## config.mk

```make
export PLATFORM = sky130hd
export DESIGN_NAME = spi_router_flat
export DESIGN_NICKNAME = d
export VERILOG_FILES = /design/src/rtl/spi_router_pkg.sv /design/src/rtl/spi_router_if.sv /design/src/rtl/spi_byte_slave.sv /design/src/rtl/spi_router.sv /design/src/flat_wrapper.sv
export SDC_FILE = /design/constraint.sdc
export NUM_CORES = 1
export LEC_CHECK = 0
export CAP_MARGIN = 20
export CORE_ASPECT_RATIO = 0.8
export CORE_MARGIN = 2
export CORE_UTILIZATION = 30
export CTS_CLUSTER_DIAMETER = 40
export DETAILED_ROUTE_END_ITERATION = 10
export DONT_BUFFER_PORTS = 1
export REMOVE_ABC_BUFFERS = 1
export SLEW_MARGIN = 20
export SYNTH_ARGS = -nofsm -noshare
export SYNTH_HDL_FRONTEND = slang
export SYNTH_HIERARCHICAL = 1
export SYNTH_SLANG_ARGS = --single-unit
```

## constraint.sdc

```tcl
create_clock -name clk -period 2.3 [get_ports clk]
set_clock_uncertainty 0.1 [all_clocks]
set_input_delay 0.575 -clock clk [delete_from_list [all_inputs] [get_ports clk]]
set_output_delay 0.575 -clock clk [all_outputs]
set_load 0.05 [all_outputs]
```

## src/rtl/spi_router_pkg.sv

```systemverilog
// spi_router_pkg: command codes, status marker, receiver states and selection-width helper
package spi_router_pkg;
  localparam logic [7:0] CMD_SEL_BASE = 8'h10;
  localparam logic [7:0] CMD_NONE = 8'h0F;
  localparam logic [1:0] STAT_MARK = 2'b10;
  typedef enum logic [1:0] {RX_IDLE, RX_SHIFT, RX_DONE} rx_state_e;
  function automatic int sel_width(input int nch);
    return nch > 1 ? $clog2(nch) : 1;
  endfunction
endpackage

```

## src/rtl/spi_router_if.sv

```systemverilog
// spi_router_if: W-lane SPI bundle; master drives ss/sclk/mosi, slave drives miso
interface spi_router_if #(parameter int W = 1);
  logic [W-1:0] ss;
  logic [W-1:0] sclk;
  logic [W-1:0] mosi;
  logic [W-1:0] miso;
  modport master(output ss, sclk, mosi, input miso);
  modport slave(input ss, sclk, mosi, output miso);
endinterface

```

## src/rtl/spi_byte_slave.sv

```systemverilog
// spi_byte_slave: oversampled SPI mode-0 byte slave, MSB first
// ports: clk/reset_n; ss/sclk/mosi raw pins in, miso out; tx_byte loaded on ss fall and after each byte;
//        rx_byte with one-cycle rx_valid per completed byte
module spi_byte_slave
  import spi_router_pkg::*;
(
  input  logic       clk,
  input  logic       reset_n,
  input  logic       ss,
  input  logic       sclk,
  input  logic       mosi,
  output logic       miso,
  input  logic [7:0] tx_byte,
  output logic [7:0] rx_byte,
  output logic       rx_valid
);
  logic [2:0] s1_q, s1_d, s2_q, s2_d;
  logic [1:0] s3_q, s3_d;
  rx_state_e state_q, state_d;
  logic [2:0] cnt_q, cnt_d;
  logic [7:0] rx_q, rx_d, tx_q, tx_d;
  logic ss_fall, ss_rise, sclk_rise, sclk_fall, shifting;
  assign ss_fall = !s2_q[2] && s3_q[1];
  assign ss_rise = s2_q[2] && !s3_q[1];
  assign sclk_rise = s2_q[1] && !s3_q[0];
  assign sclk_fall = !s2_q[1] && s3_q[0];
  assign shifting = state_q == RX_SHIFT;
  assign miso = state_q != RX_IDLE && tx_q[7];
  assign rx_byte = rx_q;
  assign rx_valid = state_q == RX_DONE;
  always_comb begin
    s1_d = {ss, sclk, mosi};
    s2_d = s1_q;
    s3_d = s2_q[2:1];
    state_d = state_q;
    cnt_d = cnt_q;
    rx_d = rx_q;
    tx_d = tx_q;
    if (ss_rise) begin
      state_d = RX_IDLE;
    end else if (ss_fall || state_q == RX_DONE) begin
      state_d = RX_SHIFT;
      cnt_d = '0;
      tx_d = tx_byte;
    end else if (shifting && sclk_rise) begin
      rx_d = {rx_q[6:0], s2_q[0]};
      cnt_d = cnt_q + 3'd1;
      state_d = cnt_q == 3'd7 ? RX_DONE : RX_SHIFT;
    end else if (shifting && sclk_fall && cnt_q != 3'd0) begin
      // the fall after the last bit of a byte (cnt 0) must not disturb the reloaded status
      tx_d = {tx_q[6:0], 1'b0};
    end
  end
  always_ff @(posedge clk or negedge reset_n)
    if (!reset_n) begin
      s1_q <= 3'b100;
      s2_q <= 3'b100;
      s3_q <= 2'b10;
      state_q <= RX_IDLE;
      cnt_q <= '0;
      rx_q <= '0;
      tx_q <= '0;
    end else begin
      s1_q <= s1_d;
      s2_q <= s2_d;
      s3_q <= s3_d;
      state_q <= state_d;
      cnt_q <= cnt_d;
      rx_q <= rx_d;
      tx_q <= tx_d;
    end
endmodule

```

## src/rtl/spi_router.sv

```systemverilog
// spi_router: routes the primary SPI port to one of NCH devices, selection set over a control SPI port
// ports: clk/reset_n; ctl control SPI (slave); s primary SPI (slave); m downstream SPI (master, NCH lanes);
//        sel active index, connected, pending deferred request
module spi_router
  import spi_router_pkg::*;
#(
  parameter int NCH = 4,
  parameter int SELW = 4
) (
  input  logic            clk,
  input  logic            reset_n,
  spi_router_if.slave     ctl,
  spi_router_if.slave     s,
  spi_router_if.master    m,
  output logic [SELW-1:0] sel,
  output logic            connected,
  output logic            pending
);
  logic [7:0] rx_byte;
  logic rx_valid, cmd_sel, cmd_ok, s_idle;
  logic [1:0] ssy_q, ssy_d;
  logic [SELW-1:0] sel_q, sel_d, req_sel_q, req_sel_d, new_sel;
  logic conn_q, conn_d, req_conn_q, req_conn_d, pend_q, pend_d;
  logic [NCH-1:0] hit;
  spi_byte_slave u_ctl (
    .clk(clk),
    .reset_n(reset_n),
    .ss(ctl.ss[0]),
    .sclk(ctl.sclk[0]),
    .mosi(ctl.mosi[0]),
    .miso(ctl.miso[0]),
    .tx_byte({STAT_MARK, pend_q, conn_q, 4'(sel_q)}),
    .rx_byte(rx_byte),
    .rx_valid(rx_valid)
  );
  assign s_idle = ssy_q[1];
  assign new_sel = SELW'(rx_byte[3:0]);
  assign cmd_sel = (rx_byte & 8'hF0) == CMD_SEL_BASE && 5'(rx_byte[3:0]) < 5'(NCH);
  assign cmd_ok = rx_valid && (cmd_sel || rx_byte == CMD_NONE);
  always_comb begin
    ssy_d = {ssy_q[0], s.ss[0]};
    sel_d = sel_q;
    conn_d = conn_q;
    req_sel_d = req_sel_q;
    req_conn_d = req_conn_q;
    pend_d = pend_q;
    // selection only moves while the synchronised primary select is idle, keeping m_* glitch-free
    if (cmd_ok && s_idle) begin
      sel_d = cmd_sel ? new_sel : sel_q;
      conn_d = cmd_sel;
      pend_d = 1'b0;
    end else if (cmd_ok) begin
      req_sel_d = new_sel;
      req_conn_d = cmd_sel;
      pend_d = 1'b1;
    end else if (pend_q && s_idle) begin
      sel_d = req_conn_q ? req_sel_q : sel_q;
      conn_d = req_conn_q;
      pend_d = 1'b0;
    end
  end
  always_ff @(posedge clk or negedge reset_n)
    if (!reset_n) begin
      ssy_q <= 2'b11;
      sel_q <= '0;
      conn_q <= 1'b0;
      req_sel_q <= '0;
      req_conn_q <= 1'b0;
      pend_q <= 1'b0;
    end else begin
      ssy_q <= ssy_d;
      sel_q <= sel_d;
      conn_q <= conn_d;
      req_sel_q <= req_sel_d;
      req_conn_q <= req_conn_d;
      pend_q <= pend_d;
    end
  for (genvar i = 0; i < NCH; i++) begin : g_ch
    assign hit[i] = conn_q && sel_q == SELW'(i);
    assign m.ss[i] = hit[i] ? s.ss[0] : 1'b1;
    assign m.sclk[i] = hit[i] && s.sclk[0];
    assign m.mosi[i] = hit[i] && s.mosi[0];
  end
  assign s.miso[0] = !s.ss[0] && |(hit & m.miso);
  assign sel = sel_q;
  assign connected = conn_q;
  assign pending = pend_q;
endmodule

```

## src/flat_wrapper.sv

```systemverilog
// flat-port wrapper written by rule: the top's interface ports become plain ports
module spi_router_flat import spi_router_pkg::*;
#(
  parameter int NCH = 4,
  parameter int SELW = 4
)
  (clk, reset_n, sel, connected, pending, ctl_ss, ctl_sclk, ctl_mosi, ctl_miso, s_ss, s_sclk, s_mosi, s_miso, m_ss, m_sclk, m_mosi, m_miso);
  spi_router_if #(.W(1)) ctl_i ();
  spi_router_if #(.W(1)) s_i ();
  spi_router_if #(.W(NCH)) m_i ();
  input  logic clk;
  input  logic reset_n;
  output logic [SELW-1:0] sel;
  output logic connected;
  output logic pending;
  input wire logic [$bits(ctl_i.ss)-1:0] ctl_ss;
  input wire logic [$bits(ctl_i.sclk)-1:0] ctl_sclk;
  input wire logic [$bits(ctl_i.mosi)-1:0] ctl_mosi;
  output wire logic [$bits(ctl_i.miso)-1:0] ctl_miso;
  input wire logic [$bits(s_i.ss)-1:0] s_ss;
  input wire logic [$bits(s_i.sclk)-1:0] s_sclk;
  input wire logic [$bits(s_i.mosi)-1:0] s_mosi;
  output wire logic [$bits(s_i.miso)-1:0] s_miso;
  output wire logic [$bits(m_i.ss)-1:0] m_ss;
  output wire logic [$bits(m_i.sclk)-1:0] m_sclk;
  output wire logic [$bits(m_i.mosi)-1:0] m_mosi;
  input wire logic [$bits(m_i.miso)-1:0] m_miso;
  assign ctl_i.ss = ctl_ss;
  assign ctl_i.sclk = ctl_sclk;
  assign ctl_i.mosi = ctl_mosi;
  assign ctl_miso = ctl_i.miso;
  assign s_i.ss = s_ss;
  assign s_i.sclk = s_sclk;
  assign s_i.mosi = s_mosi;
  assign s_miso = s_i.miso;
  assign m_ss = m_i.ss;
  assign m_sclk = m_i.sclk;
  assign m_mosi = m_i.mosi;
  assign m_i.miso = m_miso;
  spi_router #(.NCH(NCH), .SELW(SELW)) u_core (.clk(clk), .reset_n(reset_n), .ctl(ctl_i), .s(s_i), .m(m_i), .sel(sel), .connected(connected), .pending(pending));
endmodule
```

## After elaboration in Yosys (flattened, before gate mapping)

Index checks and enable logic that the tools add are counted.
W data, S select, Z words.

| word-level totals | value |
|---|---|
| RAM bits | 0 |
| input port bits | 12 |
| bits in latches | 0 |
| register bits | 42 |
| memories | 0 |
| ROM bits | 0 |
| logic and storage cells | 102 |

| operators by class | value |
|---|---|
| equal/unequal tests | 11 |
| $add $sub $neg | 1 |
| shift-type cells | 0 |
| bitwise operators | 4 |
| div/mod/pow operators | 0 |
| order comparisons | 1 |
| multipliers | 0 |
| reduce and logical (&&, ||, !) cells | 48 |
| mux-type cells | 24 |

Operators with widths:

| kind | number |
|---|---|
| $logic_and A1 B1 Y1 | 25 |
| $mux W8 | 3 |
| $mux W4 | 5 |
| $mux W1 | 10 |
| $reduce_bool A2 Y1 | 5 |
| $reduce_bool A3 Y1 | 3 |
| $eq A4 B1 Y1 const B | 2 |
| $eq A4 B2 Y1 const B | 2 |
| $eq A8 B4 Y1 const B | 1 |
| $mux W2 | 4 |
| $mux W3 | 2 |
| $reduce_and A2 Y1 | 3 |
| $reduce_and A3 Y1 | 2 |
| $logic_not A1 Y1 | 5 |
| $and A4 B4 Y4 | 1 |
| $logic_not A4 Y1 | 1 |
| $lt A4 B3 Y1 const B | 1 |
| $ne A2 B2 Y1 const B | 2 |
| $reduce_and A4 Y1 | 1 |
| $reduce_or A4 Y1 | 1 |
| $add A3 B1 Y3 const B | 1 |
| $eq A3 B3 Y1 const B | 1 |
| $not A1 Y1 | 3 |
| $eq A2 B1 Y1 const B | 1 |
| 3 further kinds | 4 |

## Longest topological paths before layout

| logic depth | value |
|---|---|
| depth after elaboration | 7 |
| depth in mapped cells | 6 |

## Cells and area by module

Netlist, hierarchy kept.

Modules (own cells, without submodules):

| module | cells each | area each (um2) | instances |
|---|---|---|---|
| spi_byte_slave | 86 | 1,202.4 | 1 |
| spi_router | 69 | 758.2 | 1 |

## Least setup slack after synthesis

Ideal clock, no wire load.

| timing path | value |
|---|---|
| path kind | reg2out |
| start point | register u_core.sel_q[0], in the netlist u_core/sel[0] |
| end point | output port s_miso |
| setup slack | -492 ps |
| arrival | 2,117 ps |
| required time | 1,625 ps |
| cell stages (with the launch flop) | 5 |
| path through | dfrtp_1 -> nand2b_1 -> nor4_1 -> a22oi_1 -> a21oi_1 |

| between the ends | value |
|---|---|
| longest elaborated chain between the ends | 5 |
| elaborated cells between the ends (all ways) | 11 |

RTL lines:

| what | RTL line | RTL |
|---|---|---|
| start, declared | spi_router.sv:22 | `logic [SELW-1:0] sel_q, sel_d, req_sel_q, req_sel_d, new_sel;` |
| start signal, assigned | spi_router.sv:72 | `sel_q <= sel_d;` |
| $eq A4 B1 Y1 (tied with other cells) | spi_router.sv:79 | `assign hit[i] = conn_q && sel_q == SELW'(i);` |
| $logic_and A1 B1 Y1 | spi_router.sv:79 |  |
| $and A4 B4 Y4 * | spi_router.sv:84 | `assign s.miso[0] = !s.ss[0] && \|(hit & m.miso);` |
| $reduce_or A4 Y1 * | spi_router.sv:84 |  |
| $logic_and A1 B1 Y1 * | spi_router.sv:84 |  |
| end, declared | flat_wrapper.sv:23 | `output wire logic [$bits(s_i.miso)-1:0] s_miso;` |

Every way passes the cells marked *; elsewhere a longest branch is shown, timed or not.

## Final worst setup path

Same ends and word-level chain as after synthesis.

==> impl_metrics.ini <==
[status]
outcome = finished clean

[critical_path]
worst_setup_path_end_kind = output pin
criticalPathCategory = reg -> out
crit_start = u_core/sel[0]$_DFFE_PN0P_
r2r-start = u_core/u_ctl/rx_byte[7]$_DFFE_PN0P_
r2r-end = u_core/sel[0]$_DFFE_PN0P_
rrSetupSlack_ns = 0.27
crit_arrival_ns = 1.62
worstPathRequired_ns = 1.62
cp-endpoint = s_miso
rr_worst_depth = 5
start_kind = flip-flop
crit_fanout = 3

[layout]
utilization_pct = 39.6
layout.area.seq_sq_um = 1060
fillCellCount = 592
final_area_sq_um = 2510
mostFrequentLayoutCell = dfrtp_1
multi_input_area_sq_um = 910
nets = 200
syn_to_final_growth_pct = 28.1
drive_gt1_share_pct = 41.9
antenna_cells = 0
fin_cells = 270
most-common-layout-cells = 34 x dfrtp_1, 12 x buf_4, 11 x mux2_2

[pwr]
power.leakage_nw = 1.09
max-vdd-ir-drop_mv = 0.330
p_total_w = 0.00162
power_density_nw_per_um2 = 645

[drt]
drc_errors = 0
drtPass1Iterations = 4
drtIter0Drc = 48
detail-route-antenna-nets = 0
wl_per_cell_microns = 14.4
viasPerCell = 4.74
finalWirelength_microns = 3890
vias = 1280

[timing]
maxSlewHeadroom_pct = 62.1
worst_slew_pin_slew_ns = 0.569
layout_min_cycle_time_ns = 2.30
period_share_pct = 100
rsz0062_at_grt = true
hold_viol_final = 0
setup_viol = 0
finalSetupTns_ns = 0
max_freq_mhz = 435
report.final.slew_viol_count = 0

[run]
cap_violations = 0

[clock_network]
clk_latency_ns = 0.30
cts_tree = yes
numClockSinks = 42
cts_root_buf = clkbuf_8
cts_buffer_depth = 2
htreeDepth = 2
clkTransAtPathRegs_ns = 0.09
numCtsBuffers = 5

[logic_synthesis]
synthCells = 155
synth_seq_cells = 42
synthFlopType = dfrtp_1
synth.distinct_cells = 44
yosysSeqAreaShare_pct = 53.9
syn_area_per_cell_sq_um = 12.6
async_reset_ff_share_pct = 100
synth_edf_count = 0
syn_area_sq_um = 1960
yosys_warnings = 6

[global_routing]
grt_use_met3_pct = 3.36
grt_remaining_overflow = 0
grt.total_usage_pct = 12.0
grt.met2_usage_pct = 16.5
top_usage_layer = met1
grt_max_degree = 38
antenna_found_initial = 0
grt_util_met1_pct = 17.5
grt_pass1_wl_microns = 6630
grt_pass1_vias = 1296

[die]
die_width_microns = 94.4
initial_core_util_pct = 30.9
rows = 26
pin_count = 32
core-area_sq_um = 6340
die_h_microns = 76.3
die_area_sq_um = 7200

[placed_design]
portBuffers = 0
placed_cells = 257
gp_congestion = 0.758
place_area_sq_um = 2300
dpl.hpwl_microns = 2700

[min_path]
worstHoldPathType = in -> async
kinds of logic (layout without fill, tap and decap cells):
family | count (synthesis) | after routing | share of synthesized area [%]
and+or+nand+nor | 46 | 46 | 16.8
DFF | 42 | 42 | 53.9
AOI/OAI and AO/OA | 32 | 32 | 13.4
muxes | 17 | 17 | 10.1
buffers and inverters | 10 | 41 | 1.91
adders and majority gates | 5 | 5 | 3.00
other | 2 | 2 | 0.383
xor gates and xnor gates | 1 | 1 | 0.447
routing by layer:
metal  wire length (microns)  share of wire (%)
met2                    1740                 45
met3                     103                2.7
met4                      55                1.4
met5                       0                  0
met1                    1980                 51
repair_timing:
action,4_1_cts,5_1_grt
setup endpoints to repair,4,9
endpoints found under the hold margin,37,3
gates resized for setup,5,8
buffers inserted,2,0
pin swaps,2,6
gates cloned,0,0
hold buffers,2,1
synth_stat cells, types with 3 or more instances:
library cell | n | area [sq um]
dfrtp_1 | 37 | 926
mux2_2 | 11 | 124
nand2b_1 | 11 | 68.8
inv_1 | 10 | 37.5
and2_1 | 8 | 50.1
o221a_2 | 7 | 78.8
nand2_1 | 6 | 22.5
a21oi_1 | 5 | 25.0
dfstp_2 | 5 | 131
o21ai_0 | 5 | 25.0
mux2_1 | 4 | 45.0
ha_1 | 3 | 37.5
nand3_1 | 3 | 15.0
nor2_1 | 3 | 11.3
report_power, final:
| part | internal, W | switching [W] | leakage (nW) |
|---|---|---|---|
| combinational | 0.0000872 | 0.0000667 | 0.501 |
| sequential | 0.000808 | 0.0000828 | 0.529 |
| clock | 0.000320 | 0.000256 | 0.0579 |
layout make-up:
| class | instances | share of cell area, % |
|---|---|---|
| Sequential cell | 42 | 42.2 |
| Timing Repair Buffer | 23 | 11.6 |
| Clock inverter | 3 | 1.59 |
| Tap cell | 84 | 4.18 |
| Clock buffer | 5 | 2.74 |
| Multi-Input combinational cell | 103 | 36.2 |
| Inverter | 10 | 1.49 |
sequential cells by signal (all words and copies together), names as in the netlist, 3 cells and up:
name / count
u_core/req_sel_q: 4
u_core/u_ctl/rx_byte: 8
u_core/u_ctl/tx_q: 8
u_core/sel: 4
u_core/u_ctl/s1_q: 3
u_core/u_ctl/cnt_q: 3
u_core/u_ctl/s2_q: 3
how the worst min path moves through the flow:
stage	to	slack, ns	cells past startpoint
after floorplan	u_core/connected$_DFFE_PN0P_	0.18	0
after global placement	u_core/u_ctl/state_q[1]$_DFFE_PN0P_	0.18	0
after detailed placement	u_core/u_ctl/state_q[1]$_DFFE_PN0P_	0.18	0
after CTS	u_core/u_ctl/state_q[1]$_DFFE_PN0P_	0.005	1
after global routing	u_core/u_ctl/state_q[1]$_DFFE_PN0P_	0.006	1
final	u_core/u_ctl/state_q[0]$_DFFE_PN0P_	0.002	1
critical path, cell delays in order, from the launching register on:
cell	delay (ns)
dfrtp_1	0.42
nand2b_4	0.17
nor4_4	0.25
a22oi_1	0.13
a21oi_1	0.15
buf_4	0.21
stage by stage:
| step | hold WS, ns | setup slack (ns) |
|---|---|---|
| after floorplan | 0.179 | -0.492 |
| final | 0.00164 | 0.000381 |
| after CTS | 0.00529 | 0.00108 |
| after detailed placement | 0.181 | 0.221 |
| after global placement | 0.181 | 0.246 |
| after global routing | 0.00609 | -0.131 |
Note: power is estimated with default switching activity, not from simulation.
